[src/rtl/id_token_stat_pkg.sv]
// Shared definitions for the identifier pipeline: ASCII class bounds and the
// character-class enum used by the recognizer FSM and its statistics consumer.
package id_token_stat_pkg;

  localparam logic [7:0] CH_DIG_LO = 8'h30;  // '0'
  localparam logic [7:0] CH_DIG_HI = 8'h39;  // '9'
  localparam logic [7:0] CH_UP_LO  = 8'h41;  // 'A'
  localparam logic [7:0] CH_UP_HI  = 8'h5A;  // 'Z'
  localparam logic [7:0] CH_LO_LO  = 8'h61;  // 'a'
  localparam logic [7:0] CH_LO_HI  = 8'h7A;  // 'z'

  typedef enum logic [1:0] {
    CLS_ALPHA = 2'd0,
    CLS_DIGIT = 2'd1,
    CLS_OTHER = 2'd2
  } char_cls_e;

endpackage

[src/rtl/id_token_stat_char_class.sv]
// Combinational ASCII classifier: letter, digit, or terminator.
module id_token_stat_char_class
  import id_token_stat_pkg::*;
(
  input  logic [7:0] ch,
  output char_cls_e  cls
);

  // Range decode; anything outside the alnum ranges is a terminator
  always_comb begin
    cls = CLS_OTHER;
    if (ch >= CH_DIG_LO && ch <= CH_DIG_HI) begin
      cls = CLS_DIGIT;
    end else if ((ch >= CH_UP_LO && ch <= CH_UP_HI) ||
                 (ch >= CH_LO_LO && ch <= CH_LO_HI)) begin
      cls = CLS_ALPHA;
    end
  end

endmodule

[src/rtl/id_token_stat.sv]
// Identifier token statistics. Realigns the byte stream with the recognizer's
// registered match flag, reports each completed token and keeps saturating
// running statistics (count, longest token, current alnum run).
module id_token_stat
  import id_token_stat_pkg::*;
#(
  parameter int unsigned CNT_W = 16,
  parameter int unsigned LEN_W = 8
) (
  input  logic             clk,
  input  logic             rst_n,
  input  logic [7:0]       char,
  input  logic             match_in,
  input  logic             clr,
  output logic             tok_done,
  output logic [LEN_W-1:0] tok_len,
  output logic [CNT_W-1:0] tok_cnt,
  output logic [LEN_W-1:0] max_len,
  output logic [LEN_W-1:0] run_len,
  output logic             cnt_sat
);

  localparam logic [CNT_W-1:0] CntMax = '1;
  localparam logic [LEN_W-1:0] LenMax = '1;

  // char_d lines up with the FSM's view one edge later; m_d holds the match
  // state as it stood before char_d, i.e. at the end of the run
  logic [7:0] char_d;
  logic       m_d;
  char_cls_e  cls;
  logic       is_alnum;
  logic       run_full;
  logic       cnt_full;
  logic       tok_end;

  id_token_stat_char_class u_char_class (
    .ch  (char_d),
    .cls (cls)
  );

  assign is_alnum = (cls != CLS_OTHER);
  assign run_full = (run_len == LenMax);
  assign cnt_full = (tok_cnt == CntMax);
  assign tok_end  = !is_alnum && m_d;

  // Alignment registers, free-running regardless of clr
  always_ff @(posedge clk or negedge rst_n) begin
    if (!rst_n) begin
      char_d <= 8'h00;
      m_d    <= 1'b0;
    end else begin
      char_d <= char;
      m_d    <= match_in;
    end
  end

  // Current alnum run length, saturating; clr does not touch a run in progress
  always_ff @(posedge clk or negedge rst_n) begin
    if (!rst_n) begin
      run_len <= '0;
    end else if (is_alnum) begin
      if (!run_full) run_len <= run_len + 1'b1;
    end else begin
      run_len <= '0;
    end
  end

  // Token completion and statistics; clr wins over a simultaneous completion
  always_ff @(posedge clk or negedge rst_n) begin
    if (!rst_n) begin
      tok_done <= 1'b0;
      tok_len  <= '0;
      tok_cnt  <= '0;
      max_len  <= '0;
      cnt_sat  <= 1'b0;
    end else if (clr) begin
      tok_done <= 1'b0;
      tok_len  <= '0;
      tok_cnt  <= '0;
      max_len  <= '0;
      cnt_sat  <= 1'b0;
    end else begin
      tok_done <= tok_end;
      if (tok_end) begin
        tok_len <= run_len;
        if (!cnt_full) tok_cnt <= tok_cnt + 1'b1;
        if (run_len > max_len) max_len <= run_len;
      end
      // Sticky once any counter has to clamp
      if ((is_alnum && run_full) || (tok_end && cnt_full)) cnt_sat <= 1'b1;
    end
  end

endmodule

[config.mk]
export PLATFORM = sky130hd
export DESIGN_NAME = id_token_stat
export DESIGN_NICKNAME = d
export VERILOG_FILES = /design/src/rtl/id_token_stat_pkg.sv /design/src/rtl/id_token_stat_char_class.sv /design/src/rtl/id_token_stat.sv
export SDC_FILE = /design/constraint.sdc
export NUM_CORES = 1
export LEC_CHECK = 0
export ABC_AREA = 0
export ABC_CLOCK_PERIOD_IN_PS = 2200
export CAP_MARGIN = 10
export CORE_MARGIN = 2
export CORE_UTILIZATION = 46
export DETAILED_ROUTE_END_ITERATION = 6
export GPL_ROUTABILITY_DRIVEN = 0
export PLACE_DENSITY = 0.83
export SETUP_SLACK_MARGIN = 0.1
export SLEW_MARGIN = 5
export SYNTH_ARGS = -nofsm -noshare
export SYNTH_HDL_FRONTEND = slang
export SYNTH_HIERARCHICAL = 1
export SYNTH_SLANG_ARGS = --single-unit
[constraint.sdc]
create_clock -name clk -period 2.2 [get_ports clk]
set_input_delay 0.44 -clock clk [delete_from_list [all_inputs] [get_ports clk]]
set_output_delay 0.44 -clock clk [all_outputs]
set_load 0.01 [all_outputs]
# Word level (Yosys, flattened, before mapping)
# Index checks and enable logic that the tools add are counted.
# totals
ff_bits	51
out_inout_bits	42
input_bits	12
# classes
add_sub_neg	2
reduce_logical	14
order_cmp	7
n_mux	15
n_eq_ne	5
# ops
op	n
8-bit two-way mux	7
16-bit two-way mux	3
16-bit by 1-bit adder with 16-bit output (second input constant)	1
16-bit equality test (second input constant)	1
8-bit by 7-bit greater-or-equal comparator with 1-bit output (second input constant)	2
8-bit by 7-bit less-or-equal comparator with 1-bit output (second input constant)	2
8-bit by 1-bit adder with 8-bit output (second input constant)	1
8-bit equality test (second input constant)	1
8-bit by 6-bit greater-or-equal comparator with 1-bit output (second input constant)	1
8-bit greater-than comparator	1
8-bit by 6-bit less-or-equal comparator with 1-bit output (second input constant)	1
1-bit logical AND	6
2-bit != test (second input constant)	3
2-bit nonzero test	3
2-bit two-way mux	2
2-bit AND reduction	2
1-bit two-way mux	3
1-bit logical OR	2
1-bit logical NOT	1

# Depth between registers and ports, before layout
# logic_depth
ltp_word	12
depth_mapped	9
ltp_nobuf	8

# Hierarchy
# Netlist, hierarchy kept.
# by_module_without_submodules
module	instances	seq_area_each_um2	cells_per_inst	area_each_um2
id_token_stat	1	1276.2	243	2497.4
id_token_stat_char_class	1	0.0	9	51.3

# Least setup slack after synthesis
# No wires, ideal clock.
# synth_path
path_type	reg-to-reg
startpoint	reg char_d[1]
endpoint	reg max_len[0]
t_arrival_ns	2.157
path_buffers	1
slack_ns	-0.037
t_required_ns	2.121
stages_incl_launch_ff	10
path_cell_list	dfrtp_1 -> or4_1 -> nor2_1 -> or4_1 -> nor2b_4 -> and2_1 -> buf_6 -> o21ai_2 -> a211oi_4 -> mux2i_1
# synth_between
elab_chain_len	10
word_cells_on_any_way	17
classes_between	order compare: 6; eq/ne: 1; mux: 2; reduce/logical: 8
# synth_rtl
item	line_no	source
start, declared	id_token_stat.sv:28	logic [7:0] char_d;
start signal, assigned	id_token_stat.sv:52	char_d <= char;
8-bit by 7-bit greater-or-equal comparator with 1-bit output (tied with other cells)	id_token_stat_char_class.sv:14	end else if ((ch >= CH_UP_LO && ch <= CH_UP_HI) ||
1-bit logical AND, on equally long branches	id_token_stat_char_class.sv:14, id_token_stat_char_class.sv:15	
1-bit logical OR	id_token_stat_char_class.sv:14	
2-bit two-way mux	id_token_stat_char_class.sv:14	
2-bit two-way mux *	id_token_stat_char_class.sv:12	if (ch >= CH_DIG_LO && ch <= CH_DIG_HI) begin
named net cls[1]	id_token_stat.sv:30	char_cls_e cls;
2-bit != test *	id_token_stat.sv:41	assign is_alnum = (cls != CLS_OTHER);
1-bit logical NOT *	id_token_stat.sv:44	assign tok_end = !is_alnum && m_d;
1-bit logical AND *	id_token_stat.sv:44	
2-bit nonzero test (no source line) *	--	
2-bit AND reduction (no source line) *	--	
end signal, assigned	id_token_stat.sv:87	if (run_len > max_len) max_len <= run_len;
end, declared	id_token_stat.sv:18	output logic [LEN_W-1:0] max_len,
# The timed path passes the listed nets; every way through them passes the cells marked *.
# A chain may end at the register's enable or synchronous reset.

# Final worst setup path
# layout_path
startpoint	reg char_d[1]
endpoint	reg tok_cnt[2]
# layout_between
elab_chain_len	10
word_cells_on_any_way	17
classes_between	order compare: 6; eq/ne: 1; mux: 2; reduce/logical: 8
# layout_rtl
item	line_no	source
8-bit by 7-bit greater-or-equal comparator with 1-bit output (tied with other cells)	id_token_stat_char_class.sv:14	
1-bit logical AND, on equally long branches	id_token_stat_char_class.sv:14, id_token_stat_char_class.sv:15	
1-bit logical OR	id_token_stat_char_class.sv:14	
2-bit two-way mux	id_token_stat_char_class.sv:14	
2-bit two-way mux *	id_token_stat_char_class.sv:12	
named net cls[1]	id_token_stat.sv:30	
2-bit != test *	id_token_stat.sv:41	
1-bit logical NOT *	id_token_stat.sv:44	
1-bit logical AND *	id_token_stat.sv:44	
2-bit nonzero test (no source line) *	--	
2-bit AND reduction (no source line) *	--	
end signal, assigned	id_token_stat.sv:86	if (!cnt_full) tok_cnt <= tok_cnt + 1'b1;
end, declared	id_token_stat.sv:17	output logic [CNT_W-1:0] tok_cnt,
# Marks and branches as above.

==> metrics.md <==
| Metric | Value |
|---|---|
| Status | completed |
| RR Endpoint | tok_cnt[2]$_DFFE_PN0P_ |
| HP Class | in -> async |
| Layout area overhead | 35.2% |
| Rel. slew slack | 57.8% |
| Setup TNS | 0 ns |
| DIE HEIGHT | 78.4 um |
| Yosys reg bits | 51 |
| Rows | 27 |
| DR WL/cell | 13.5 um |
| CTS buffer count | 5 |
| Ys flop type | dfrtp_1 |
| PwrDens | 529 mW/mm^2 |
| Slowest stage delay, CP | 0.51 ns |
| DRC errors left | 0 |
| Largest net degree at the start of global routing | 52 |
| Unique masters post-synth | 40 |
| Leak pwr | 0.00139 uW |
| Max Cap Violations | 0 |
| Initial antenna violation count | 0 |
| Worst Reg-to-Reg Cells | 9 |
| Congestion Overflow GR | 0 |
| Vias per cell | 5.20 |
| Die area | 0.00615 sq mm |
| Post-synth EDFFs | 0 |
| Post-synthesis xor/xnor area fraction | 6.53% |
| Critical path type | reg -> reg |
| Post-synthesis compound-gate area fraction | 5.99% |
| Die W | 78.4 um |
| Part of the cycle the worst path needs | 96.8% |
| Maximum vdd drop | 422 uV |
| # diodes | 0 |
| Least-Margin Pin Slew | 0.634 ns |
| Critical Path Fanout Max | 14 |
| Fraction of the mapped netlist area in simple logic gates | 25.7% |
| Clk sinks | 51 |
| Yosys warns | 6 |
| DR pass1 iterations | 4 |
| Final Hold Vio Count | 0 |
| Critical path, cell by cell | or4_1, nor2_1, or4_1, nor2b_4, nand2_4, buf_4, nor3b_2, xnor2_1, nor2_1 |
| Total Nets Final | 343 |
| Worst hold slack | 0.223 ns |
| CTS root buf | clkbuf_8 |
| Core area | 0.00544 sq mm |
| Reg clk slew, reported paths | 0.09 ns |
| Reg2reg setup slack | 0.07 ns |
| Mean area per synthesized cell | 10.1 sq um |
| Number of global-route vias before repair | 1955 |
| Placed wire-length estimate | 3.76 mm |
| CTS tree | built |
| I/O pin count | 54 |
| Setup violators final | 0 |
| Crit path DAT | 2.32 ns |
| Worst-Skew Late Latency | 0.30 ns |
| IO buf count | 53 |
| Critical Path RT | 2.39 ns |
| Post-Syn Area | 0.00255 sq mm |
| Fin crit period | 2.13 ns |
| Largest family of logic cells by synthesized area | simple AND/OR/NAND/NOR gates |
| RSZ-0062 raised after global routing | yes |
| Syn Nets | 274 |
| Pins Over Slew Limit | 0 |
| R2R Path Start | char_d[1]$_DFF_PN0_ |
| DR vias | 2050 |
| Mux share of post-synthesis cell area | 3.53% |
| Clock Skew | 0.00756 ns |
| Initial core utilization | 46.9% |
| DRT iter0 DRCs | 124 |
| Htree depth | 2 |
| Maximum clock rate | 470 MHz |
| CTS Hold Bufs | 0 |
| Crit path buf inv count | 1 |
| Layout cells sized above 1 | 14.3% |
| Worst path top cell family by delay | simple AND/OR/NAND/NOR gates |
| Cells after Synth | 252 |
| Clk buf depth | 2 |
| Element type at the critical path start | flip-flop |
| First-pass GRT wire length | 8.90 mm |
| Total track usage | 18.0% |
| Post-synthesis sequential area ratio | 50.1% |
| Critical Path Sink Type | flip-flop |
| WL final | 5.31 mm |
| Asr flop ratio synth | 100% |
| CP max stage cell | or4_1 |
| Post-synthesis adder-cell area fraction | 4.91% |
| Post-detailed-route count of antenna-violating nets | 0 |
[state kept, by name, indices dropped and copies added (netlist names)]
register	cells
m_d	1
cnt_sat	1
max_len	8
tok_cnt	16
tok_len	8
char_d	8
tok_done	1
run_len	8
[per-stage QoR]
stage | total power, uW | std cells | area [sq um] | setup slack, ns | util (%)
6_report | 1820 | 394 | 3450 | 0.0708 | 63.4
4_1_cts | 1840 | 393 | 3400 | 0.0635 | 62.5
2_1_floorplan | 1070 | 252 | 2550 | 0.0165 | -
5_1_grt | 1900 | 394 | 3450 | -0.0478 | 63.4
3_3_place_gp | 1160 | 385 | 3240 | 0.0500 | 59.7
3_5_place_dp | 1160 | 385 | 3240 | -0.0218 | 59.7
[how the worst max path moves through the flow]
| stage | startpoint | end | slack (ns) | depth (start not counted) |
|---|---|---|---|---|
| CTS | char_d[1]$_DFF_PN0_ | max_len[5]$_DFFE_PN0P_ | 0.06 | 9 |
| global route | char_d[2]$_DFF_PN0_ | tok_cnt[3]$_DFFE_PN0P_ | -0.05 | 9 |
| floorplan | char_d[1]$_DFF_PN0_ | max_len[0]$_DFFE_PN0P_ | 0.02 | 9 |
| global placement | char_d[1]$_DFF_PN0_ | tok_cnt[2]$_DFFE_PN0P_ | 0.05 | 9 |
| detailed placement | char_d[1]$_DFF_PN0_ | tok_cnt[2]$_DFFE_PN0P_ | -0.02 | 9 |
| finish | char_d[1]$_DFF_PN0_ | tok_cnt[2]$_DFFE_PN0P_ | 0.07 | 9 |
[final cells by class]
cell class	instances	area (sq um)
Fill cell	434	1990
Sequential cell	51	1280
Multi-Input combinational cell	183	1260
Timing Repair Buffer	71	668
Tap cell	72	90.1
Clock buffer	6	82.6
Clock inverter	2	35.0
Inverter	9	33.8
[layer usage]
layer	global-route usage, %	wire length (um)
met1	24.6	2470
met5	0	0
met3	2.53	139
met2	29.4	2620
met4	6.84	74
[timing repair]
item                                   CTS  global route
resized for setup                        7             7
setup endpoints to repair               15            23
endpoints found under the hold margin    0             0
setup buffers                            0             1
[cells in the final DEF, fill, tap and decap left out, types with 2 or more instances in the layout]
cell type        count
clkdlybuf4s50_1     52
dfrtp_1             51
nor2_1              27
nand2_1             27
nand2b_1            17
xnor2_1             16
buf_4               16
a21oi_1             15
ha_1                10
inv_1                9
nand4_1              9
mux2i_1              9
and3_1               7
nor4_2               6
clkbuf_8             6
nand3_1              4
nor4b_2              3
nor3_1               3
o21ai_1              3
xor2_1               3
nor3_2               2
buf_6                2
or4_1                2
[cells in the mapped netlist (2+ instances only)]
| cell | instances | area, sq um |
|---|---|---|
| and2_1 | 2 | 12.5 |
| o21ai_1 | 3 | 15.0 |
| and3_1 | 7 | 43.8 |
| a21oi_1 | 15 | 75.1 |
| nor4_1 | 4 | 25.0 |
| nor2_1 | 28 | 105 |
| nor3_1 | 5 | 25.0 |
| nand3_1 | 4 | 20.0 |
| nand4_1 | 9 | 56.3 |
| nor4_2 | 3 | 37.5 |
| buf_6 | 2 | 22.5 |
| mux2i_1 | 9 | 90.1 |
| xor2_1 | 3 | 26.3 |
| or4_1 | 2 | 15.0 |
| ha_1 | 10 | 125 |
| nand2_1 | 27 | 101 |
| inv_1 | 9 | 33.8 |
| dfrtp_1 | 51 | 1280 |
| nand2b_1 | 17 | 106 |
| nor4b_1 | 3 | 26.3 |
| clkbuf_1 | 5 | 18.8 |
| xnor2_1 | 16 | 140 |
[cells by family (layout without fill, tap and decap cells)]
| group | after synthesis | in the layout |
|---|---|---|
| muxes | 9 | 9 |
| xor gates and xnor gates | 19 | 19 |
| buffers and inverters | 18 | 88 |
| and+or+nand+nor | 120 | 120 |
| DFF | 51 | 51 |
| adders and majority gates | 10 | 10 |
| AOI/OAI and AO/OA | 25 | 25 |
[where the power goes]
part,internal (uW),switching [uW],leakage [uW]
clock,368,302,0.0000612
combinational,86.4,92.2,0.000638
sequential,955,18.5,0.000688
Power figures use the tool's default switching activity.
==> RTL edit 1 (config.mk and constraints unchanged) <==
Put one more register stage on the output `cnt_sat`, without a reset. The value now appears one clock later. The other outputs are not delayed to match.
--- a/src/rtl/id_token_stat.sv
+++ b/src/rtl/id_token_stat.sv
@@ -22,6 +22,8 @@
 
   localparam logic [CNT_W-1:0] CntMax = '1;
   localparam logic [LEN_W-1:0] LenMax = '1;
+
+  logic cnt_sat_s0;
 
   // char_d lines up with the FSM's view one edge later; m_d holds the match
   // state as it stood before char_d, i.e. at the end of the run
@@ -72,13 +74,13 @@
       tok_len  <= '0;
       tok_cnt  <= '0;
       max_len  <= '0;
-      cnt_sat  <= 1'b0;
+      cnt_sat_s0 <= 1'b0;
     end else if (clr) begin
       tok_done <= 1'b0;
       tok_len  <= '0;
       tok_cnt  <= '0;
       max_len  <= '0;
-      cnt_sat  <= 1'b0;
+      cnt_sat_s0 <= 1'b0;
     end else begin
       tok_done <= tok_end;
       if (tok_end) begin
@@ -87,8 +89,12 @@
         if (run_len > max_len) max_len <= run_len;
       end
       // Sticky once any counter has to clamp
-      if ((is_alnum && run_full) || (tok_end && cnt_full)) cnt_sat <= 1'b1;
+      if ((is_alnum && run_full) || (tok_end && cnt_full)) cnt_sat_s0 <= 1'b1;
     end
+  end
+
+  always_ff @(posedge clk) begin
+    cnt_sat <= cnt_sat_s0;
   end
 
 endmodule
Check against the original RTL: no difference found for any inputs over 10 cycles, from zero or initial values and one cycle with rst_n low; that may be too few to reach the edited logic, so the function may still have changed.
==> RTL edit 1 against the unedited design <==
Hold slack worse by 0.14 ns; core utilization is 1.1 points higher; design area is 1.7% higher; count of clock-buffer cells in the layout stayed put; routed wire length is 6.9% higher; sequential cell count is 1 higher; synthesized cell count is 0.40% higher; clock power is 19% lower; worst setup slack worse by 0.024 ns; clock skew hardly changed; global-route usage is 0.91 points higher; synthesized area is 0.79% higher; total power is 5.0% lower; critical endpoint is now tok_cnt[7].
==> RTL edit 1: results (changes against the unedited design) <==
metric;value;unit;change
DR vias;2100;;+2.4%
Fin Hold WS;0.07919;ns;-0.1440 ns
# fillers;418;;-3.7%
vias in the first global route;2017;;+3.2%
P_leak;1.378;nW;-0.63%
mux cell area share after synthesis;3.507;%;-0.028 points
placed cell area;3262;um^2;+0.54%
Placed Cells incl. Taps;384;;-0.26%
status;complete, no violations;;
layout cells sized above 1;13.98;%;-0.31 points
Worst Clk Skew;0.007950;ns;+0.0003902 ns
Iteration-0 DRC Markers;115;;-7.3%
Synth area leaders;dfrtp_1 50%, xnor2_1 5.5%, ha_1 4.9%;;
Syn Nets;275;;+0.36%
DP Worst Slack;0.006054;ns;+0.02785 ns
worst-path maximum fanout;8;;-6
post-synthesis sequential element count;52;;+2.0%
post-synthesis compound-gate area fraction;5.943;%;-0.047 points
XOR/XNOR Fraction of Synth Area;6.478;%;-0.051 points
Post-Synth Adder-Cell Area;4.871;%;-0.038 points
aggregate global-route resource usage;18.95;%;+0.91 points
Post-synth ARST share;98.08;%;-1.9 points
Synth cell types;41;;+2.5%
first-pass GRT wire length;9.239;mm;+3.8%
synthesized area per cell;10.15;um^2;+0.39%
Peak VDD IR;0.0003922;V;-7.1%
setup ws final;0.04731;ns;-0.02352 ns
pin count of the biggest net entering global routing;33;;-37%
Detail Placement HPWL;3.904;mm;+3.7%
[RTL edit 1: changes by cell type after synthesis]
cell	unedited run	this run
dfxtp_1	0	1
[RTL edit 1: path summary, 6_finish.rpt]
path | startpoint | to | cells after the start
max | char_d[1] | tok_cnt[7] | 9
min | rst_n | tok_cnt[12] | 1
max reg2reg | char_d[1] | tok_cnt[7] | 9
min reg2reg | cnt_sat_s0 | cnt_sat | 0
max in group asynchronous | rst_n | tok_len[4] | 2
min in group clk | cnt_sat_s0 | cnt_sat | 0
[RTL edit 1: power by group]
part / switching (mW) / internal [mW]
Clock: 0.316 / 0.227
Sequential: 0.0212 / 0.973
Combinational: 0.101 / 0.0944
[RTL edit 1: layer usage]
layer  share of wire, %  up-vias  global-route usage, %
met5                  0        -                      0
met4                1.2        0                  6.842
met3                3.6        8                  3.182
met2                 51       47                  32.22
met1                 44     1042                  24.44
li1                   -     1003                      -
[RTL edit 1: worst max-delay path, delay by kind of cell (launching register included)]
family / cells / cell delay [ns]
buf+inv: 1 / 0.13
xor+xnor: 1 / 0.16
flops: 1 / 0.38
simple gates: 7 / 1.38
[RTL edit 1: cell type report]
class / count / area, um^2 / share of cell area [%]
Multi-Input combinational cell: 184 / 1320 / 37.68
Sequential cell: 52 / 1296 / 37.00
Inverter: 9 / 33.78 / 0.9643
Tap cell: 72 / 90.09 / 2.571
Clock buffer: 6 / 72.57 / 2.071
Clock inverter: 2 / 16.27 / 0.4643
Timing Repair Buffer: 69 / 674.4 / 19.25
[RTL edit 1: timing repair]
item                       4_1_cts  5_1_grt
buffers inserted                 0        1
setup endpoints to repair       13       26
pin swaps                        0        6
gates cloned                     0        1
gates resized for setup          9       11
==> RTL edit 2 (same settings) <==
Made on the original files. The parameter `CNT_W` goes from 16 to 32.
--- a/src/rtl/id_token_stat.sv
+++ b/src/rtl/id_token_stat.sv
@@ -4,7 +4,7 @@
 module id_token_stat
   import id_token_stat_pkg::*;
 #(
-  parameter int unsigned CNT_W = 16,
+  parameter int unsigned CNT_W = 32,
   parameter int unsigned LEN_W = 8
 ) (
   input  logic             clk,
Ports: changed (resized tok_cnt); port bits go from 54 to 70. No check against the original RTL was run, so the function may have changed too.
==> RTL edit 2 against the unedited design <==
The flow now finishes with violations (setup timing); sequential cell count increased by 16; clock skew increased by 0.0018 ns; synthesized area is 35% higher; maximum frequency is 19% lower; design area is 48% higher; total power rose by 45%; synthesized cell count increased by 41%; worst setup slack lost 0.51 ns; via count is 58% higher; largest power group unchanged; sequential share of layout area down 4.1 points; routed wire length is 88% higher; die area is 33% higher; final cell count rose by 44%.
==> RTL edit 2: results (changes against the unedited design) <==
metric;value;unit;change
failing checks;setup timing;;
CP Capture Point;tok_cnt[30];;
DP Worst Slack;-0.3885;ns;-0.3667 ns
XOR/XNOR Fraction of Synth Area;2.299;%;-4.2 points
drt via density;5.721;;+10%
layout cells sized above 1;26.12;%;+12 points
Post-Synth Adder-Cell Area;3.650;%;-1.3 points
Comb power frac;8.5;%;-1.3 points
drt wl/cell;17.60;um;+31%
max incr delay on CP;0.56;ns;+0.05 ns
PwrDens;521.1;nW/um^2;-1.5%
Worst Clk Skew;0.009312;ns;+0.001752 ns
post-cts gate resize count;21;;+14
status;complete, but fails checks;;
drt pass-1 iters;5;;+1
pin count of the biggest net entering global routing;51;;-1.9%
post-synthesis sequential area ratio;48.91;%;-1.2 points
Commonest cells post-synth;67 x dfrtp_1, 35 x a21oi_1, 35 x nand2_1, 19 x nor2_1;;
H-tree depth;3;;+1
Post-CTS Setup Bufs;7;;+7
Synth cell types;49;;+23%
Gate Count Post-Synth;356;;+41%
post-synthesis compound-gate area fraction;13.18;%;+7.2 points
Final setup viols;48;;+48
Iteration-0 DRC Markers;390;;+210%
Synth area leaders;dfrtp_1 49%, a21oi_1 5.1%, nand2_1 3.8%;;
P_sw;0.6485;mW;+57%
clock distribution power;1.16;mW;+73%
setup ws final;-0.4384;ns;-0.5092 ns
mux cell area share after synthesis;2.993;%;-0.54 points
# port buffers;69;;+30%
Rel. slew slack;34.81;%;-23 points
critical path arrival;2.91;ns;+0.59 ns
CTS Buf Count;9;;+4
Placed Cells incl. Taps;536;;+39%
worst skew pair latency;0.35;ns;+0.05 ns
Peak VDD IR;0.0003957;V;-6.3%
Largest register FFs;32;;+16
Final TNS setup;-9.085;ns;-9.085 ns
## RTL edit 2: final cells by class
type	instances	area (um^2)
inverters	11	41.29
clock buffers	9	123.9
flip-flops and latches	67	1677
clock inverters	7	98.84
multi-input cells	261	1954
fillers	497	2167
well taps	99	123.9
repair buffers	112	1067
## RTL edit 2: routing by layer
layer	up-vias	track usage, %	part of all wire [%]
li1	1486	-	-
met1	1621	30.33	41
met2	110	37.28	52
met3	21	3.422	4.5
met4	0	10.51	2.7
met5	-	0	0
## RTL edit 2: how the worst min path moves through the flow
stage	startpoint	to	slack [ns]
after floorplan	rst_n	char_d[0]	0.14
after global placement	rst_n	tok_len[1]	0.46
after detailed placement	rst_n	tok_len[1]	0.46
after CTS	rst_n	tok_len[1]	0.08
after global routing	rst_n	tok_len[7]	0.12
final	rst_n	tok_len[0]	0.09
